<file path="src/rtl/id_ex_stage_pkg.sv">
// rtl/id_ex_stage_pkg.sv - opcode, next-PC and write-data constants plus source-register usage decode
package id_ex_stage_pkg;

  localparam logic [6:0] OP_R_TYPE = 7'b0110011;
  localparam logic [6:0] OP_I_TYPE = 7'b0010011;
  localparam logic [6:0] OP_LW     = 7'b0000011;
  localparam logic [6:0] OP_SW     = 7'b0100011;
  localparam logic [6:0] OP_JALR   = 7'b1100111;
  localparam logic [6:0] OP_B_TYPE = 7'b1100011;
  localparam logic [6:0] OP_LUI    = 7'b0110111;
  localparam logic [6:0] OP_JAL    = 7'b1101111;

  localparam logic [1:0] NPC_PC4  = 2'b00;
  localparam logic [1:0] NPC_BR   = 2'b01;
  localparam logic [1:0] NPC_JAL  = 2'b10;
  localparam logic [1:0] NPC_JALR = 2'b11;

  localparam logic [1:0] WD_DRAM  = 2'b10;

  // Returns {uses_rs2, uses_rs1}; unknown opcodes read nothing so they can never stall.
  function automatic logic [1:0] src_use(input logic [6:0] op);
    case (op)
      OP_R_TYPE, OP_SW, OP_B_TYPE: src_use = 2'b11;
      OP_I_TYPE, OP_LW, OP_JALR:   src_use = 2'b01;
      default:                     src_use = 2'b00;
    endcase
  endfunction

endpackage

</file>
<file path="src/rtl/id_ex_stage_hazard_detect.sv">
// rtl/id_ex_stage_hazard_detect.sv - combinational load-use hazard flag between the EX load and the ID consumer
module hazard_detect
  import id_ex_stage_pkg::*;
#(
  parameter int REGW = 5
) (
  input  logic [6:0]      id_opcode_i,
  input  logic [REGW-1:0] id_rs1_i,
  input  logic [REGW-1:0] id_rs2_i,
  input  logic            id_valid_i,
  input  logic            ex_valid_i,
  input  logic            ex_rf_we_i,
  input  logic [1:0]      ex_wd_sel_i,
  input  logic [REGW-1:0] ex_rd_i,
  output logic            hazard_o
);

  logic [1:0] use_rs;
  logic       ex_is_load;

  always_comb begin
    use_rs     = src_use(id_opcode_i);
    ex_is_load = ex_valid_i && ex_rf_we_i && (ex_wd_sel_i == WD_DRAM) && (ex_rd_i != '0);
    hazard_o   = ex_is_load && id_valid_i &&
                 ((use_rs[0] && (id_rs1_i == ex_rd_i)) ||
                  (use_rs[1] && (id_rs2_i == ex_rd_i)));
  end

endmodule

</file>
<file path="src/rtl/id_ex_stage.sv">
// rtl/id_ex_stage.sv - ID/EX pipeline register with load-use stall, flush-to-bubble and bubble counter
module id_ex_stage
  import id_ex_stage_pkg::*;
#(
  parameter int XLEN = 32,
  parameter int REGW = 5,
  parameter int CNTW = 32
) (
  input  logic            clk,
  input  logic            rst,
  input  logic [6:0]      id_opcode_i,
  input  logic [1:0]      id_npc_op_i,
  input  logic            id_rf_we_i,
  input  logic [1:0]      id_wd_sel_i,
  input  logic [2:0]      id_sext_op_i,
  input  logic [2:0]      id_alu_op_i,
  input  logic            id_alub_sel_i,
  input  logic            id_branch_i,
  input  logic            id_dram_we_i,
  input  logic [1:0]      id_b_i,
  input  logic [XLEN-1:0] id_pc_i,
  input  logic [XLEN-1:0] id_rd1_i,
  input  logic [XLEN-1:0] id_rd2_i,
  input  logic [XLEN-1:0] id_imm_i,
  input  logic [REGW-1:0] id_rs1_i,
  input  logic [REGW-1:0] id_rs2_i,
  input  logic [REGW-1:0] id_rd_i,
  input  logic            id_valid_i,
  input  logic            flush_i,
  output logic [6:0]      ex_opcode_o,
  output logic [1:0]      ex_npc_op_o,
  output logic            ex_rf_we_o,
  output logic [1:0]      ex_wd_sel_o,
  output logic [2:0]      ex_sext_op_o,
  output logic [2:0]      ex_alu_op_o,
  output logic            ex_alub_sel_o,
  output logic            ex_branch_o,
  output logic            ex_dram_we_o,
  output logic [1:0]      ex_b_o,
  output logic [XLEN-1:0] ex_pc_o,
  output logic [XLEN-1:0] ex_rd1_o,
  output logic [XLEN-1:0] ex_rd2_o,
  output logic [XLEN-1:0] ex_imm_o,
  output logic [REGW-1:0] ex_rs1_o,
  output logic [REGW-1:0] ex_rs2_o,
  output logic [REGW-1:0] ex_rd_o,
  output logic            ex_valid_o,
  output logic            stall_o,
  output logic [CNTW-1:0] bubble_cnt_o
);

  localparam int W = 7 + 2 + 1 + 2 + 3 + 3 + 1 + 1 + 1 + 2 + 4 * XLEN + 3 * REGW + 1;

  logic [W-1:0]    ex_d, ex_q;
  logic [CNTW-1:0] cnt_d, cnt_q;
  logic            hazard, bubble;
  logic            rf_we_m, branch_m, dram_we_m;
  logic [1:0]      npc_op_m;

  hazard_detect #(.REGW(REGW)) u_hazard (
    .id_opcode_i (id_opcode_i),
    .id_rs1_i    (id_rs1_i),
    .id_rs2_i    (id_rs2_i),
    .id_valid_i  (id_valid_i),
    .ex_valid_i  (ex_valid_o),
    .ex_rf_we_i  (ex_rf_we_o),
    .ex_wd_sel_i (ex_wd_sel_o),
    .ex_rd_i     (ex_rd_o),
    .hazard_o    (hazard)
  );

  assign bubble  = flush_i || hazard;
  assign stall_o = hazard && !flush_i;

  // An empty ID slot keeps its fields but must not write, store or redirect.
  always_comb begin
    rf_we_m   = id_valid_i ? id_rf_we_i   : 1'b0;
    branch_m  = id_valid_i ? id_branch_i  : 1'b0;
    dram_we_m = id_valid_i ? id_dram_we_i : 1'b0;
    npc_op_m  = id_valid_i ? id_npc_op_i  : NPC_PC4;
    ex_d = {id_opcode_i, npc_op_m, rf_we_m, id_wd_sel_i, id_sext_op_i, id_alu_op_i,
            id_alub_sel_i, branch_m, dram_we_m, id_b_i, id_pc_i, id_rd1_i, id_rd2_i,
            id_imm_i, id_rs1_i, id_rs2_i, id_rd_i, id_valid_i};
    cnt_d = cnt_q;
    if (bubble) begin
      ex_d  = '0;
      cnt_d = cnt_q + 1'b1;
    end
  end

  always_ff @(posedge clk) begin
    if (rst) begin
      ex_q  <= '0;
      cnt_q <= '0;
    end else begin
      ex_q  <= ex_d;
      cnt_q <= cnt_d;
    end
  end

  assign {ex_opcode_o, ex_npc_op_o, ex_rf_we_o, ex_wd_sel_o, ex_sext_op_o, ex_alu_op_o,
          ex_alub_sel_o, ex_branch_o, ex_dram_we_o, ex_b_o, ex_pc_o, ex_rd1_o, ex_rd2_o,
          ex_imm_o, ex_rs1_o, ex_rs2_o, ex_rd_o, ex_valid_o} = ex_q;
  assign bubble_cnt_o = cnt_q;

endmodule

</file>
<file path="config.mk">
export PLATFORM = sky130hd
export DESIGN_NAME = id_ex_stage
export DESIGN_NICKNAME = d
export VERILOG_FILES = /design/src/rtl/id_ex_stage_pkg.sv /design/src/rtl/id_ex_stage_hazard_detect.sv /design/src/rtl/id_ex_stage.sv
export SDC_FILE = /design/constraint.sdc
export NUM_CORES = 1
export LEC_CHECK = 0
export CAP_MARGIN = 15
export CORE_AREA = 4 4 143 145
export CTS_BUF_LIST = sky130_fd_sc_hd__clkbuf_16
export DETAILED_ROUTE_END_ITERATION = 12
export DIE_AREA = 0 0 147 149
export PLACE_DENSITY = 0.71
export SLEW_MARGIN = 20
export SYNTH_ARGS = -nofsm -noshare
export SYNTH_HDL_FRONTEND = slang
export SYNTH_HIERARCHICAL = 1
export SYNTH_SLANG_ARGS = --single-unit
</file>
<file path="constraint.sdc">
create_clock -name clk -period 6.6 [get_ports clk]
set_clock_uncertainty 0.05 [all_clocks]
set_input_delay 1.32 -clock clk [delete_from_list [all_inputs] [get_ports clk]]
set_output_delay 1.32 -clock clk [all_outputs]
set_load 0.05 [all_outputs]
</file>
==> results of run 1 <==
sequential cells by signal (all words and copies together), names as in the netlist:
| signal | count |
|---|---|
| bubble_cnt_o | 32 |
| ex_q | 167 |
synth_stat cells (all sizes together) (10+ instances only):
| cell | count | area share |
|---|---|---|
| dfxtp | 199 | 0.65 |
| and2 | 162 | 0.17 |
| clkbuf | 26 | 0.016 |
| a21oi | 20 | 0.016 |
| or4 | 15 | 0.018 |
| nor2 | 14 | 0.0086 |
| nand2 | 12 | 0.0073 |
| o21ai | 12 | 0.0098 |
| xor2 | 12 | 0.017 |
| or3 | 10 | 0.010 |
| xnor2 | 10 | 0.014 |
through the flow:
stage,hold slack [ns],utilization
detailed placement,0.4340,0.5252
global placement,0.4224,0.5252
finish,0.4460,0.5567
global route,0.4822,0.5567
floorplan,0.6544,-
CTS,0.4451,0.5563
per-layer routing:
layer | part of all wire | wire (µm) | vias to the layer above
li1 | - | - | 2552
met1 | 0.35 | 7157 | 2318
met2 | 0.51 | 10320 | 209
met3 | 0.12 | 2357 | 27
met4 | 0.017 | 347 | 6
met5 | 0.0020 | 40 | -
report_power, final:
part | switching [µW] | internal (µW) | total, µW
registers | 14.6 | 1240 | 1260
clock network | 521 | 515 | 1040
logic | 210 | 177 | 387
worst register-to-register path, stage by stage (launching register included):
cell	delay, ns
dfxtp_1	0.33
nand4_1	0.10
nor4_1	0.42
o211ai_2	0.14
a21oi_1	0.18
buf_4	0.19
o2111ai_2	0.32
or4_1	0.85
or4_1	0.58
a21oi_1	0.17
worst paths after layout:
path                    start                to  slack [ns]  cells past startpoint
max                id_valid_i           stall_o        1.32                      8
min          bubble_cnt_o[29]  bubble_cnt_o[29]        0.45                      2
max reg2reg         ex_q[156]  bubble_cnt_o[28]        3.18                      9
min reg2reg  bubble_cnt_o[29]  bubble_cnt_o[29]        0.45                      2
final cells by class:
type | instances | area, µm²
antenna | 3 | 7.507
timing repair buffer | 373 | 3724
sequential | 199 | 3984
multi-input combinational | 320 | 2019
inverter | 8 | 30.03
tap | 265 | 331.6
clock buffer | 17 | 425.4
fill | 1668 | 8514
clock inverter | 15 | 171.4
kinds of logic (layout without fill, tap and decap cells):
logic type,Yosys count,after routing,synth area share
compound gates,48,48,0.05015
xor+xnor,22,22,0.03140
fa+ha+maj,1,1,0.002038
buf+inv,36,413,0.02263
flops,199,199,0.6491
other cells,0,3,0
simple gates,249,249,0.2446
layout by cell type (no fill, tap or decap), types with 2 or more instances in the layout:
master           synthesis  routed
xor2_1                  12      12
dfxtp_1                199     199
nand4_1                  8       8
nor3_1                   5       4
a21oi_1                 20      20
xnor2_1                 10      10
or4_1                   15      15
buf_4                    0       4
clkinv_8                 0       4
clkbuf_16                0      17
and3_1                   6       6
nand3_1                  7       7
inv_6                    0       5
and2_1                 162     162
diode_2                  0       3
clkdlybuf4s50_1          0     369
o2111ai_1                2       2
o31ai_1                  8       8
o21ai_0                 12      12
inv_1                    8       8
or3_1                   10      10
nor2_1                  14      14
nand2_1                 12      12
nor4_1                   6       6
inv_8                    0       3
==> results.py, run 1 <==
metrics = {
    "worst_setup_path": {
        "cp_max_fo": 8,
        "timing.critical_path.buf_inv": 3,
        "path_cells": "clkdlybuf4s50_1, nand4_1, nor4_1, o211ai_2, a21oi_1, buf_4, nor2b_1, clkdlybuf4s50_1",
        "crit_required_ns": 5.23,
        "crit_family": "buffers and inverters",
        "max_stage_delay_ns": 0.82,
        "critPathArrivalTime_ns": 3.91,
        "slowest_stage": "clkdlybuf4s50_1",
        "worstSetupPathType": "primary input to output pin",
        "endpoint_kind": "output pin",
        "critPathLaunchType": "primary input",
        "cpMostUsedCell": "clkdlybuf4s50_1",
    },
    "timing": {
        "finalHoldViolCount": 0,
        "rsz0062_at_grt": "false",
        "finalWorstSetupSlack_ns": 1.316,
        "fin_crit_ns": 5.284,
        "tightestPinTransition_ns": 0.8969,
        "maxSlewHeadroom": 0.4021,
        "post-route-period-util": 0.8007,
        "setup_viol": 0,
        "slew_violations": 0,
        "final.setup.tns_ns": 0,
        "max_freq_mhz": 189.2,
    },
    "clock_tree": {
        "htreeDepth": 4,
        "cts.sinks": 199,
        "clkSlewWorstSetupHoldPaths_ns": 0.08,
        "post_cts_buffers": 0,
        "cts-root-buf": "clkbuf_16",
        "ctsHoldBuffers": 0,
        "insertion_delay_ns": 0.42,
        "ctsResizeCount": 0,
        "cts_max_path_buffers": 2,
        "numCtsBuffers": 17,
        "cts_tree": "built",
    },
    "logic_synthesis": {
        "netlist_area_um2": 6137,
        "synth_edf_count": 0,
        "postSynthCellCount": 555,
        "syn-num-nets": 726,
        "ys.flop_type": "dfxtp_1",
        "synth_warnings": 6,
        "synth-seq-area-share": 0.6491,
        "ys_ff_latch": 199,
        "synthDistinctLibCells": 32,
        "async_flop_share": 0,
        "syn_area_per_cell_um2": 11.06,
    },
    "detailed_routing": {
        "drtIter0Drc": 150,
        "dr.pass1.iters": 4,
        "avgRoutedWirePerCell_um": 16.85,
        "viasPerCell": 4.260,
        "remaining_drc_errors": 0,
        "postRouteAntennaNets": 0,
        "num_vias": 5112,
        "drt_wl_total_um": 20230,
    },
    "pwr": {
        "p_leak_uw": 0.003993,
        "powerDensity_nw_per_um2": 250.5,
        "power.total_uw": 2679,
        "peakVddDrop_uv": 166.2,
    },
    "floorplanning": {
        "initial_utilization": 0.3195,
        "rows": 51,
        "core_um2": 19210,
        "dieHeight_um": 149,
        "ios": 370,
        "die_x_um": 147,
        "fp.dieArea_um2": 21900,
    },
    "layout": {
        "finalNonFillerCells": 1200,
        "fin_nets": 1090,
        "area_growth_pct": 74.23,
        "post-route-cell-area_um2": 10690,
        "drive_gt1_frac": 0.04506,
    },
    "run": {
        "max_cap_viol_count": 0,
    },
    "global_routing": {
        "gr-usage-met1": 0.1833,
        "gr-usage-met2": 0.3093,
        "antenna_found_initial": 6,
        "grt_overflow": 0,
        "grt_pass1_vias": 5026,
        "grt_start_max_net_pins": 118,
        "met3_usage": 0.09967,
        "grt_pass1_wl_um": 29590,
        "grt_use_total": 0.1782,
        "top_usage_layer": "met2",
    },
    "placement": {
        "portBuffers": 369,
        "dp.cells": 1165,
        "place_ws_ns": 1.336,
        "place_area_um2": 10090,
        "dpl.hpwl_um": 15690,
        "gp_congestion": 0.8090,
    },
    "min_path": {
        "hp-class": "flop to flop",
    },
    "run_status": {
        "status": "finished, final reports clean",
    },
}
Note: power is estimated with default switching activity, not from simulation.
==> run 2, diff against run 1 <==
CORE_AREA = 4 4 142 144   (was 4 4 143 145)
DIE_AREA = 0 0 146 148   (was 0 0 147 149)
clock period = 5.18 ns   (was 6.6 ns; I/O delays follow)
==> results.py, run 2 (synthesis gave the netlist of run 1 again) <==
metrics = {
    "run": {
        "max_cap_viol_count": 0,
    },
    "detailed_routing": {
        "avgRoutedWirePerCell_um": 16.54,
        "viasPerCell": 4.374,
        "drt_wl_total_um": 19300,
        "num_vias": 5104,
        "postRouteAntennaNets": 0,
        "dr.pass1.iters": 4,
        "drtIter0Drc": 179,
        "remaining_drc_errors": 0,
    },
    "pwr": {
        "p_leak_uw": 0.003989,
        "peakVddDrop_uv": 212.8,
        "power.total_uw": 3357,
        "powerDensity_nw_per_um2": 315.9,
    },
    "worst_setup_path": {
        "rr_startpoint": "ex_q[3]",
        "crit_required_ns": 4.09,
        "critPathArrivalTime_ns": 2.96,
        "r2r_setup_slack_ns": 2.08,
        "reg2regPathDepth": 9,
        "cpMostUsedCell": "buf_4",
        "max_stage_delay_ns": 0.58,
        "endpoint_kind": "output pin",
        "path_cells": "clkdlybuf4s50_1, nand4_1, nor4_1, o211ai_2, a21oi_1, buf_4, nor2b_1, buf_4",
        "cp_max_fo": 8,
        "critPathLaunchType": "primary input",
        "rr_endpoint": "bubble_cnt_o[28]",
        "timing.critical_path.buf_inv": 3,
        "slowest_stage": "clkdlybuf4s50_1",
        "crit_family": "buffers and inverters",
        "worstSetupPathType": "primary input to output pin",
    },
    "floorplanning": {
        "dieHeight_um": 148,
        "fp.dieArea_um2": 21610,
        "rows": 50,
        "die_x_um": 146,
        "ios": 370,
        "initial_utilization": 0.3281,
        "core_um2": 18710,
    },
    "placement": {
        "portBuffers": 369,
        "gp_congestion": 0.7605,
        "dpl.hpwl_um": 14950,
        "place_ws_ns": 0.7879,
    },
    "clock_tree": {
        "ctsHoldBuffers": 0,
        "ctsResizeCount": 0,
        "cts_max_path_buffers": 2,
        "cts-root-buf": "clkbuf_16",
        "clkSlewWorstSetupHoldPaths_ns": 0.07,
        "cts_tree": "built",
        "htreeDepth": 4,
        "insertion_delay_ns": 0.42,
        "numCtsBuffers": 17,
        "post_cts_buffers": 0,
        "cts.sinks": 199,
    },
    "layout": {
        "layout_common_cells": "368 x clkdlybuf4s50_1, 199 x dfxtp_1, 162 x and2_1, 20 x a21oi_1, 17 x clkbuf_16",
        "nFillCells": 1611,
        "area_growth_pct": 73.17,
        "final_common_cell": "clkdlybuf4s50_1",
        "largest_reg_flops": 167,
        "drive_gt1_frac": 0.04614,
        "fin_nets": 1090,
        "top_register": "ex_q",
    },
    "global_routing": {
        "grt_start_max_net_pins": 151,
        "grt_use_total": 0.1752,
        "grt_overflow": 0,
        "grt_pass1_wl_um": 28970,
        "grt_pass1_vias": 5086,
        "antenna_found_initial": 2,
    },
    "timing": {
        "slew_violations": 0,
        "finalHoldViolCount": 0,
        "max_freq_mhz": 247.0,
        "rsz0062_at_grt": "false",
        "final.setup.tns_ns": 0,
        "setup_viol": 0,
        "post-route-period-util": 0.7816,
        "tightestPinTransition_ns": 0.9073,
        "finalWorstSetupSlack_ns": 1.131,
        "fin_crit_ns": 4.049,
        "maxSlewHeadroom": 0.3918,
    },
    "min_path": {
        "whs_path_depth": 2,
        "min_from": "bubble_cnt_o[31]",
        "hp-class": "flop to flop",
        "hold_end": "bubble_cnt_o[31]",
    },
    "run_status": {
        "status": "finished, final reports clean",
    },
}
[run 2: cell types whose count changed in the layout (fill, tap and decap cells not counted)]
cell,before,now
inv_6,5,6
inv_12,1,0
inv_1,8,9
clkinv_4,1,0
clkdlybuf4s50_1,369,368
clkinv_8,4,2
clkinv_1,1,0
diode_2,3,1
buf_12,0,1
clkinvlp_4,0,1
clkinv_2,0,2
[run 2: how the worst max path moves through the flow]
| stage | from | to | slack (ns) | cells past startpoint |
|---|---|---|---|---|
| 3_5_place_dp | id_valid_i | bubble_cnt_o[22] | 0.79 | 10 |
| 2_1_floorplan | id_rs2_i[2] | stall_o | 1.37 | 5 |
| 3_3_place_gp | id_valid_i | bubble_cnt_o[22] | 0.85 | 10 |
| 6_report | id_valid_i | stall_o | 1.13 | 8 |
| 5_1_grt | id_valid_i | bubble_cnt_o[28] | 0.93 | 10 |
| 4_1_cts | id_valid_i | stall_o | 1.12 | 8 |
[run 2: stage by stage]
stage	utilization	cell area, µm²	instances	hold slack, ns
6_report	0.5682	10630	1167	0.4441
5_1_grt	0.5682	10630	1167	0.4748
4_1_cts	0.5680	10630	1166	0.4408
3_5_place_dp	0.5378	10060	1134	0.4308
3_3_place_gp	0.5378	10060	1134	0.4312
2_1_floorplan	-	6137	555	0.6544
[run 2: routing by layer]
| metal | GRT usage | share of wire | vias up |
|---|---|---|---|
| met1 | 0.1800 | 0.36 | 2329 |
| met4 | 0.04939 | 0.014 | 2 |
| met5 | 0 | 0.00067 | - |
| met3 | 0.08737 | 0.10 | 17 |
| met2 | 0.3161 | 0.52 | 207 |
| li1 | - | - | 2549 |
[run 2: final cells by class]
type | count | area [µm²] | share of cell area
Sequential cell | 199 | 3984 | 0.3749
Tap cell | 234 | 292.8 | 0.02755
Timing Repair Buffer | 373 | 3734 | 0.3513
Inverter | 8 | 30.03 | 0.002826
Multi-Input combinational cell | 320 | 2019 | 0.1900
Clock inverter | 15 | 140.1 | 0.01319
Clock buffer | 17 | 425.4 | 0.04003
Antenna cell | 1 | 2.502 | 0.0002355
[run 2: power by group]
group          leakage, µW  total (µW)  switching (µW)  internal [µW]
clock             0.000282        1270             627            640
sequential         0.00163        1600            17.8           1580
combinational      0.00208         491             265            225
total              0.00399        3360             910           2450
[run 2: worst register-to-register path, cell delays in order (launching register included)]
cell and delay, ns:
dfxtp_1 0.37, xor2_1 0.20, a2111oi_2 0.34, nand2_1 0.10, a21oi_1 0.15, buf_4 0.17
o2111ai_2 0.16, or4_1 0.77, or4_1 0.57, a21oi_1 0.14
